<file path="src/rtl/multicycle_ctrl.sv">
// Multicycle IF/ID/EX/WB controller for the small MIPS-style core.
// Ports:
//   clk, reset                 clock, async active-high reset
//   imem_req/addr/ack/data     instruction fetch handshake
//   rf_ra/rb/da/db             register-file read ports
//   rf_we/wa/wd                register-file write port
//   alu_a/b/op, alu_res        external ALU
//   resume                     leave HALT
//   pc, halted, illegal        status
//   retire                     one pulse per completed instruction
module multicycle_ctrl #(
    parameter int DATA_W  = 8,
    parameter int PC_W    = 8,
    parameter int REG_AW  = 4,
    localparam int INSTR_W = 4 + 3 * REG_AW
) (
    input  logic               clk,
    input  logic               reset,

    output logic               imem_req,
    output logic [PC_W-1:0]    imem_addr,
    input  logic               imem_ack,
    input  logic [INSTR_W-1:0] imem_data,

    output logic [REG_AW-1:0]  rf_ra,
    output logic [REG_AW-1:0]  rf_rb,
    input  logic [DATA_W-1:0]  rf_da,
    input  logic [DATA_W-1:0]  rf_db,
    output logic               rf_we,
    output logic [REG_AW-1:0]  rf_wa,
    output logic [DATA_W-1:0]  rf_wd,

    output logic [DATA_W-1:0]  alu_a,
    output logic [DATA_W-1:0]  alu_b,
    output logic [3:0]         alu_op,
    input  logic [DATA_W-1:0]  alu_res,

    input  logic               resume,
    output logic [PC_W-1:0]    pc,
    output logic               halted,
    output logic               illegal,
    output logic               retire
);

    localparam logic [3:0] OP_NOP  = 4'h0;
    localparam logic [3:0] OP_LDI  = 4'h1;
    localparam logic [3:0] OP_ADD  = 4'h2;
    localparam logic [3:0] OP_SUB  = 4'h3;
    localparam logic [3:0] OP_AND  = 4'h4;
    localparam logic [3:0] OP_OR   = 4'h5;
    localparam logic [3:0] OP_XOR  = 4'h6;
    localparam logic [3:0] OP_CMPJ = 4'h8;
    localparam logic [3:0] OP_JMP  = 4'hE;
    localparam logic [3:0] OP_HALT = 4'hF;

    typedef enum logic [2:0] {
        S_IF,
        S_ID,
        S_EX,
        S_WB,
        S_HALT,
        S_TRAP
    } state_t;

    state_t               r_state;
    logic [PC_W-1:0]      r_pc;
    logic [PC_W-1:0]      r_npc;
    logic [INSTR_W-1:0]   r_ir;
    logic                 r_illegal;
    logic                 r_req;
    logic                 r_halted;
    logic                 r_retire;
    logic [REG_AW-1:0]    r_rf_ra;
    logic [REG_AW-1:0]    r_rf_rb;
    logic                 r_rf_we;
    logic [REG_AW-1:0]    r_rf_wa;
    logic [DATA_W-1:0]    r_rf_wd;
    logic [DATA_W-1:0]    r_alu_a;
    logic [DATA_W-1:0]    r_alu_b;
    logic [3:0]           r_alu_op;

    logic [3:0]           w_op;
    logic [REG_AW-1:0]    w_rd;
    logic [2*REG_AW-1:0]  w_imm;
    logic [DATA_W-1:0]    w_imm_d;
    logic [PC_W-1:0]      w_imm_pc;
    logic [PC_W-1:0]      w_off;
    logic [PC_W-1:0]      w_pc_inc;
    logic [PC_W-1:0]      w_npc;
    logic                 w_is_ldi;
    logic                 w_is_alu;
    logic                 w_is_cmpj;
    logic                 w_is_jmp;
    logic                 w_is_halt;
    logic                 w_legal;
    logic                 w_writes;

    // Instruction fields; {ra,rb} doubles as the LDI/JMP immediate.
    assign w_op     = r_ir[INSTR_W-1 -: 4];
    assign w_rd     = r_ir[REG_AW-1:0];
    assign w_imm    = r_ir[3*REG_AW-1:REG_AW];
    assign w_imm_d  = DATA_W'(w_imm);
    assign w_imm_pc = PC_W'(w_imm);
    assign w_off    = PC_W'($signed(w_rd));
    assign w_pc_inc = r_pc + PC_W'(1);
    assign w_writes = w_is_ldi | w_is_alu;

    always_comb begin
        w_is_ldi  = 1'b0;
        w_is_alu  = 1'b0;
        w_is_cmpj = 1'b0;
        w_is_jmp  = 1'b0;
        w_is_halt = 1'b0;
        w_legal   = 1'b1;
        case (w_op)
            OP_NOP:  ;
            OP_LDI:  w_is_ldi = 1'b1;
            OP_ADD,
            OP_SUB,
            OP_AND,
            OP_OR,
            OP_XOR:  w_is_alu = 1'b1;
            OP_CMPJ: w_is_cmpj = 1'b1;
            OP_JMP:  w_is_jmp = 1'b1;
            OP_HALT: w_is_halt = 1'b1;
            default: w_legal = 1'b0;
        endcase
    end

    // HALT and trapping opcodes leave pc where it is.
    always_comb begin
        w_npc = w_pc_inc;
        if (w_is_cmpj) begin
            w_npc = alu_res[0] ? (r_pc + w_off) : w_pc_inc;
        end else if (w_is_jmp) begin
            w_npc = w_imm_pc;
        end else if (w_is_halt || !w_legal) begin
            w_npc = r_pc;
        end
    end

    // Every output is a register that is loaded on entry to the
    // state that owns it and cleared on the way out.
    always_ff @(posedge clk or posedge reset) begin
        if (reset) begin
            r_state   <= S_IF;
            r_pc      <= '0;
            r_npc     <= '0;
            r_ir      <= '0;
            r_illegal <= 1'b0;
            r_req     <= 1'b1;
            r_halted  <= 1'b0;
            r_retire  <= 1'b0;
            r_rf_ra   <= '0;
            r_rf_rb   <= '0;
            r_rf_we   <= 1'b0;
            r_rf_wa   <= '0;
            r_rf_wd   <= '0;
            r_alu_a   <= '0;
            r_alu_b   <= '0;
            r_alu_op  <= '0;
        end else begin
            unique case (r_state)
                S_IF: begin
                    if (imem_ack) begin
                        r_ir    <= imem_data;
                        r_req   <= 1'b0;
                        r_rf_ra <= imem_data[3*REG_AW-1 -: REG_AW];
                        r_rf_rb <= imem_data[2*REG_AW-1 -: REG_AW];
                        r_state <= S_ID;
                    end
                end
                S_ID: begin
                    // The ALU operand outputs are the operand registers.
                    r_rf_ra  <= '0;
                    r_rf_rb  <= '0;
                    r_alu_a  <= rf_da;
                    r_alu_b  <= rf_db;
                    r_alu_op <= w_op;
                    r_state  <= S_EX;
                end
                S_EX: begin
                    r_alu_a  <= '0;
                    r_alu_b  <= '0;
                    r_alu_op <= '0;
                    r_npc    <= w_npc;
                    r_retire <= 1'b1;
                    r_rf_we  <= w_writes;
                    r_rf_wa  <= w_writes ? w_rd : '0;
                    if (w_is_ldi) begin
                        r_rf_wd <= w_imm_d;
                    end else if (w_is_alu) begin
                        r_rf_wd <= alu_res;
                    end else begin
                        r_rf_wd <= '0;
                    end
                    r_state  <= S_WB;
                end
                S_WB: begin
                    r_retire <= 1'b0;
                    r_rf_we  <= 1'b0;
                    r_rf_wa  <= '0;
                    r_rf_wd  <= '0;
                    r_pc     <= r_npc;
                    if (w_is_halt) begin
                        r_halted <= 1'b1;
                        r_state  <= S_HALT;
                    end else if (!w_legal) begin
                        r_illegal <= 1'b1;
                        r_halted  <= 1'b1;
                        r_state   <= S_TRAP;
                    end else begin
                        r_req   <= 1'b1;
                        r_state <= S_IF;
                    end
                end
                S_HALT: begin
                    if (resume) begin
                        r_pc     <= w_pc_inc;
                        r_halted <= 1'b0;
                        r_req    <= 1'b1;
                        r_state  <= S_IF;
                    end
                end
                S_TRAP: begin
                    r_state <= S_TRAP;
                end
                default: begin
                    r_state <= S_IF;
                end
            endcase
        end
    end

    // The request is gated by reset so it drops without waiting
    // for a clock edge.
    assign imem_req  = r_req & ~reset;
    assign imem_addr = r_pc;
    assign pc        = r_pc;
    assign rf_ra     = r_rf_ra;
    assign rf_rb     = r_rf_rb;
    assign rf_we     = r_rf_we;
    assign rf_wa     = r_rf_wa;
    assign rf_wd     = r_rf_wd;
    assign alu_a     = r_alu_a;
    assign alu_b     = r_alu_b;
    assign alu_op    = r_alu_op;
    assign halted    = r_halted;
    assign illegal   = r_illegal;
    assign retire    = r_retire;

endmodule

</file>
<file path="config.mk">
export PLATFORM = sky130hd
export DESIGN_NAME = multicycle_ctrl
export DESIGN_NICKNAME = d
export VERILOG_FILES = /design/src/rtl/multicycle_ctrl.sv
export SDC_FILE = /design/constraint.sdc
export NUM_CORES = 1
export LEC_CHECK = 0
export CAP_MARGIN = 5
export CORE_MARGIN = 5
export CORE_UTILIZATION = 50
export CTS_BUF_LIST = sky130_fd_sc_hd__clkbuf_4 sky130_fd_sc_hd__clkbuf_8
export CTS_CLUSTER_SIZE = 25
export DETAILED_ROUTE_END_ITERATION = 10
export PLACE_DENSITY = 0.9
export SYNTH_ARGS = -nofsm -noshare
export SYNTH_HDL_FRONTEND = slang
export SYNTH_SLANG_ARGS = --single-unit
</file>
<file path="constraint.sdc">
create_clock -name clk -period 4.62 [get_ports clk]
set_input_delay 0.924 -clock clk [delete_from_list [all_inputs] [get_ports clk]]
set_output_delay 0.924 -clock clk [all_outputs]
set_load 0.05 [all_outputs]
</file>
# [After elaboration in Yosys (flattened, before gate mapping)]
# Cells that the tools add are included.
[classes] n_addsub=2 eq_ne=19 n_mux=40 n_bitwise=5 n_reduce_logical=18
[op_table] op="8-bit one-hot mux with 2 select lines" count=4
[op_table] op="8-bit 2-to-1 mux" count=7
[op_table] op="4-bit one-hot mux with 2 select lines" count=4
[op_table] op="3-bit one-hot mux with 6 select lines" count=1
[op_table] op="1-bit 2-to-1 mux" count=13
[op_table] op="4-bit by 3-bit equality test with 1-bit output (second input constant)" count=3
[op_table] op="4-bit equality test (second input constant)" count=3
[op_table] op="3-bit 2-to-1 mux" count=4
[op_table] op="4-bit 2-to-1 mux" count=3
[op_table] op="10-bit OR reduction" count=1
[op_table] op="8-bit by 1-bit adder with 8-bit output (second input constant)" count=1
[op_table] op="8-bit adder" count=1
[op_table] op="4-bit by 2-bit equality test with 1-bit output (second input constant)" count=2
[op_table] op="2-bit != test (second input constant)" count=4
[op_table] op="2-bit AND reduction" count=4
[op_table] op="2-bit nonzero test" count=4
[op_table] op="3-bit by 2-bit equality test with 1-bit output (second input constant)" count=2
[op_table] op="3-bit equality test (second input constant)" count=2
[op_table] op="1-bit one-hot mux with 2 select lines" count=3
[op_table] op="3-bit AND reduction" count=2
[op_table] op="5-bit AND reduction" count=1
[op_table] op="5-bit OR reduction" count=1
[op_table] op="4-bit by 1-bit equality test with 1-bit output (second input constant)" count=1
[op_table] op="4-bit zero test" count=1
[op_table] op="other kinds (10)" count=12
[word_totals] ff_bits=80

# [Depth between registers and ports, before layout]
# Gate-level depths: netlist of the first run.
[logic_depth] word_depth=8 ltp_mapped=9

# [Least setup slack after synthesis of the first run]
# OpenSTA, ideal clock, no wires.
[synth_path] kind="input port to output port" from="in reset" to="out imem_req" arrival_time_ps=1613 slack_ps=2083 path_stages=1 n_path_buf=0 cell_sequence="nor2b_1"
[synth_between] elab_chain_len=2
[synth_rtl] element="from (decl)" line_no="18" text="input logic reset,"
[synth_rtl] element="1-bit NOT" line_no="237" text="assign imem_req = r_req & ~reset;"
[synth_rtl] element="1-bit bitwise AND" line_no="237"
[synth_rtl] element="to (decl)" line_no="20" text="output logic imem_req,"
# Every way passes these cells.

# [Worst setup path after layout of the first run]
# Same ends and word-level chain as after synthesis.

==> metrics.cfg, run 1 <==
[outcome]
run_status=finished clean

[cells_and_area]
antennaDiodeCount=0
fillers=658
area_growth_pct=28.0
multi_input_area_sq_um=1920
stdcell_count=644
nets=588
drive_above_1_share_pct=5.19
final-seq-area_sq_um=2000

[drt]
top_layer=met4
wirelength_um=10800
detail-route-antenna-nets=0
vias=3779
via_per_inst=5.87
drt_pass1_iterations=5
routedWlPerCell_um=16.8
dr_wl_met2_um=5190
route.met3.wl_um=952
drt-met1-wl_um=4560
drc=0
drt-initial-drc-count=273

[clock_tree]
cts_made_buffers=9
cts_setup_buffers=0
cts_resized=0
cts_tree=built
root_buffer=clkbuf_8
cts_num_sinks=80
htreeDepth=3
ctsHoldBuffers=0
clockBufferDepth=2
clock_latency_ns=0.35
clk_pin_slew_ns=0.08

[floorplanning]
pin_count=105
initial_core_util_pct=50.8
die_y_um=101
die_w_um=101
row_count=33
core_area_sq_um=8180
die_area_sq_um=10200

[worst_setup_path]
worstRegToRegCells=9
cp_max_fo=2
worstPathRequired_ns=3.70
crit_path_end_kind=output port
r2r_end=r_npc[6]
cp-start-kind=input pin
r2r-start=imem_addr[0]
critPathArrivalTime_ns=2.29
ff2ff_setup_slack_ns=2.17
path_class=input pin to output port

[power]
p_leak_nw=2.31
p_per_area_nw_per_um2=867
power.total_mw=4.61
ir_worst_vdd_uv=504

[min_path]
min_path_type=register to register
hold_start=illegal
whs_path_depth=1
hold_end=illegal

[synthesis]
synth_area_leaders=dfrtp_1 (48%), nand2_1 (7.3%), a22o_1 (5.1%), o21ai_0 (4.2%), a21oi_1 (3.4%)
syn_nets=507
synth_top_area_cell=dfrtp_1
yosysWarnings=0
synth_top_area_share_pct=47.6
synthFlopType=dfrtp_1
syn-cell-area_sq_um=4160
netlist_instances=454
synthDistinctLibCells=49
ys_ff_latch=80
avgSynthCellArea_sq_um=9.15
synth-edff-count=0
synthArstFlopShare_pct=100
yosysSeqAreaShare_pct=48.2

[sta]
slew_headroom_pct=21.1
worstMarginPinSlew_ns=1.18
fin_crit_sh_pct=69.6
rsz0062_at_grt=false
finalSetupViolCount=0
slew_violations=0
fmax_mhz=311
clock_skew_ns=0.0106
setup_tns_ns=0
hold_violations=0
fin_crit_ns=3.22

[place]
place_congestion=0.904
dp_cells=628
post-dp-hpwl_um=7830
port_buffers=104

[grt]
grt_overflow=0
grt_usage_pct=22.2
grt_pass1_vias=3675
grt_first_pass_wirelength_um=18200
grt_max_degree=58
antenna_found_initial=0

[run]
maxCapViolations=0

-- final cells by class --
type	instances	share of cell area, %
clock buffer	9	2.33
sequential	80	37.7
tap	105	2.47
timing repair buffer	108	20.1
multi-input combinational	326	36.1
clock inverter	6	0.682
inverter	10	0.729
-- flip-flops by register name (all words and copies together), names as in the netlist, 4 cells and up --
| register | count |
|---|---|
| r_npc | 8 |
| r_ir | 16 |
| alu_op | 4 |
| rf_rb | 4 |
| imem_addr | 8 |
| alu_b | 8 |
| rf_wa | 4 |
| alu_a | 8 |
| rf_ra | 4 |
| rf_wd | 8 |
-- Yosys cell counts, types with 8 or more instances --
cell type / n
clkbuf_1: 19
o21ai_0: 35
buf_4: 8
nand2_1: 81
xnor2_1: 9
a21oi_1: 28
ha_1: 8
a22o_1: 24
a22oi_1: 9
nor2_1: 37
buf_2: 8
dfrtp_1: 79
inv_1: 10
nor2b_1: 8
-- per-layer routing --
| metal | vias to the layer above | GRT usage [%] |
|---|---|---|
| li1 | 1750 | - |
| met1 | 1836 | 30.4 |
| met2 | 180 | 34.8 |
| met3 | 13 | 5.85 |
| met4 | 0 | 6.75 |
| met5 | - | 0 |
-- worst max path at each step --
| stage | slack [ns] | start | end | cells after the start |
|---|---|---|---|---|
| 6_report | 1.40 | reset | imem_req | 3 |
| 4_1_cts | 1.39 | reset | imem_req | 3 |
| 2_1_floorplan | 1.65 | reset | alu_a[0] | 1 |
| 3_5_place_dp | 1.39 | reset | imem_req | 3 |
| 3_3_place_gp | 1.41 | reset | imem_req | 3 |
| 5_1_grt | 1.30 | reset | imem_req | 3 |
-- logic make-up after synthesis --
family,Yosys count,share of synthesized area (%)
flip-flops,80,48.2
AND/OR/NAND/NOR,164,17.6
adder cells (fa/ha/maj),9,2.89
XOR/XNOR,12,2.53
AO/OA/AOI/OAI,137,22.1
buffers and inverters,48,5.69
multiplexers,4,0.994
-- report_power, final --
| group | switching, mW | internal, mW | leakage, nW | total (mW) |
|---|---|---|---|---|
| combinational | 1.77 | 1.01 | 1.21 | 2.78 |
| sequential | 0.362 | 1.02 | 1.01 | 1.38 |
| clock | 0.257 | 0.190 | 0.0850 | 0.447 |
| total | 2.39 | 2.22 | 2.31 | 4.61 |
-- metrics by stage --
stage                     area [sq um]  hold slack, ns  utilization (%)  setup slack (ns)
final                             5320           0.478             65.1              1.40
after global routing              5320           0.491             65.1              1.30
after CTS                         5320           0.481             65.0              1.39
after detailed placement          5150           0.464             63.1              1.39
after global placement            5150           0.464             63.1              1.41
after floorplan                   4160           0.449                -              1.65
-- critical path, stage by stage --
cell and delay, ns:
clkdlybuf4s50_1 0.44, nor2b_1 0.12, clkdlybuf4s50_1 0.81
-- placed cells by master, fill, tap and decap left out, drive strengths merged, types with 8 or more instances in the layout --
cell type | synthesis | layout
a21oi | 28 | 28
a22o | 24 | 24
a22oi | 9 | 9
clkbuf | 20 | 9
clkdlybuf4s50 | 0 | 104
dfrtp | 79 | 79
ha | 8 | 8
inv | 10 | 10
nand2 | 81 | 81
nor2 | 37 | 37
nor2b | 8 | 8
nor3 | 10 | 10
o21ai | 35 | 35
xnor2 | 9 | 9
Power figures use the tool's default switching activity.
==> inputs of run 2 (changes only) <==
--- a/config.mk
+++ b/config.mk
@@ -7,11 +7,11 @@
 export LEC_CHECK = 0
 export CAP_MARGIN = 5
 export CORE_MARGIN = 5
-export CORE_UTILIZATION = 50
+export CORE_UTILIZATION = 46
 export CTS_BUF_LIST = sky130_fd_sc_hd__clkbuf_4 sky130_fd_sc_hd__clkbuf_8
 export CTS_CLUSTER_SIZE = 25
 export DETAILED_ROUTE_END_ITERATION = 10
-export PLACE_DENSITY = 0.9
+export PLACE_DENSITY = 0.88
 export SYNTH_ARGS = -nofsm -noshare
 export SYNTH_HDL_FRONTEND = slang
 export SYNTH_SLANG_ARGS = --single-unit
==> constraint.sdc (replaced) <==
create_clock -name clk -period 2.67 [get_ports clk]
set_input_delay 0.534 -clock clk [delete_from_list [all_inputs] [get_ports clk]]
set_output_delay 0.534 -clock clk [all_outputs]
set_load 0.05 [all_outputs]
==> run 2 against run 1 <==
Hold slack got worse by 0.0030 ns. Critical endpoint is now imem_addr[6]. Highest routed layer unchanged. Largest cell class unchanged. Register-to-register slack got worse by 1.8 ns. Final cell count rose by 1.6%. Combinational power rose by 76%. Sequential power rose by 74%.
==> metrics.cfg, run 2 (synthesis results as in run 1) <==
[outcome]
run_status=finished clean

[place]
dpl_cell_area_sq_um=5220
place_congestion=0.935
post-dp-hpwl_um=8230
port_buffers=104
dp_cells=638

[min_path]
min_path_type=register to register
hold_end=illegal
hold_start=illegal
whs_path_depth=1

[drt]
drt_pass1_iterations=5
routedWlPerCell_um=17.6
drt-initial-drc-count=178
wirelength_um=11500
drc=0
vias=3748
detail-route-antenna-nets=0
via_per_inst=5.73

[worst_setup_path]
cp_cell_sequence=clkdlybuf4s50_1
cp-start-kind=register
cp_max_fo=10
cpMaxStageDelayCell=clkdlybuf4s50_1
r2r_end=r_npc[6]
critPathBufInv=1
r2r-start=imem_addr[0]
cp_top_family=buffers and inverters
path_class=register to output port
worstRegToRegCells=9
cp_slowest_stage_delay_ns=0.89
ff2ff_setup_slack_ns=0.40
critPathArrivalTime_ns=1.83
worstPathRequired_ns=2.14
crit_path_end_kind=output port

[floorplanning]
die_w_um=105
initial_core_util_pct=47.4
die_y_um=105
die_area_sq_um=11000
core_area_sq_um=8760
row_count=34
pin_count=105

[clock_tree]
htreeDepth=3
cts_num_sinks=80
cts_resized=0
clockBufferDepth=2
clk_pin_slew_ns=0.09
root_buffer=clkbuf_8
cts_made_buffers=9
ctsHoldBuffers=0
cts_tree=built
cts_setup_buffers=0
clock_latency_ns=0.36

[grt]
grt_usage_pct=21.0
grt_overflow=0
grt_max_degree=34
grt_first_pass_wirelength_um=19000
grt_pass1_vias=3793
antenna_found_initial=0

[sta]
finalSetupViolCount=0
fmax_mhz=422
fin_crit_ns=2.37
hold_violations=0
rsz0062_at_grt=false
slew_violations=0
clock_skew_ns=0.0122
fin_crit_sh_pct=88.7
worstMarginPinSlew_ns=0.738
setup_tns_ns=0
slew_headroom_pct=50.6

[cells_and_area]
final-seq-area_sq_um=2000
drive_above_1_share_pct=6.59
antennaDiodeCount=0
area_growth_pct=31.3
final_cell_mix=clkdlybuf4s50_1 (103), nand2_1 (81), dfrtp_1 (79)
largest_register_ffs=16
postLayoutCellArea_sq_um=5460
fillers=749
multi_input_area_sq_um=1920
top_register=r_ir
nets=594
final_common_cell=clkdlybuf4s50_1
stdcell_count=654

[run]
maxCapViolations=0

[power]
p_leak_nw=2.38
p_per_area_nw_per_um2=1530
ir_worst_vdd_uv=822
power.total_mw=8.36

## run 2: changes by cell type in the layout (fill, tap and decap cells not counted), sizes merged
cell,previous run,this run
clkinv,5,2
clkdlybuf4s50,104,103
inv,10,12
clkbuf,9,10
buf,4,11
bufinv,0,2
clkinvlp,1,0
## run 2: report_power, final
part	total, mW	internal [mW]	switching, mW
combinational	4.89	1.80	3.09
clock	1.07	0.568	0.500
sequential	2.40	1.77	0.632
total	8.36	4.14	4.22
## run 2: area by class of cell
type,count,area share (%)
sequential,80,36.7
multi-input combinational,326,35.2
timing repair buffer,114,20.6
clock buffer,10,2.52
tap,108,2.48
clock inverter,6,1.79
inverter,10,0.711
## run 2: how the worst max path moves through the flow
stage	from	end	slack [ns]	cells past startpoint
finish	imem_addr[6]	imem_addr[6]	0.30	1
global route	imem_addr[0]	r_npc[6]	0.16	9
CTS	imem_addr[5]	imem_addr[5]	0.29	1
detailed placement	imem_addr[0]	r_npc[6]	0.44	7
global placement	imem_addr[0]	r_npc[6]	0.52	7
floorplan	reset	alu_a[0]	0.09	1
## run 2: per-stage QoR
step / hold WS (ns) / util, % / setup slack (ns)
floorplan: 0.449 / - / 0.0859
CTS: 0.479 / 62.3 / 0.295
global route: 0.509 / 62.3 / 0.163
detailed placement: 0.459 / 59.6 / 0.440
finish: 0.475 / 62.3 / 0.302
global placement: 0.466 / 59.6 / 0.517
## run 2: metal layers
layer / global-route usage, % / routed length, um
met1: 28.0 / 4990
met5: 0 / 0
met3: 5.67 / 955
met2: 33.1 / 5390
met4: 7.31 / 187
==> inputs of run 3 (changes only) <==
--- a/config.mk
+++ b/config.mk
@@ -12,6 +12,7 @@
 export CTS_CLUSTER_SIZE = 25
 export DETAILED_ROUTE_END_ITERATION = 10
 export PLACE_DENSITY = 0.88
+export SLEW_MARGIN = 25
 export SYNTH_ARGS = -nofsm -noshare
 export SYNTH_HDL_FRONTEND = slang
 export SYNTH_SLANG_ARGS = --single-unit
==> results of run 3 <==
No change in the layout: final DEF, timing and power equal those of run 2.
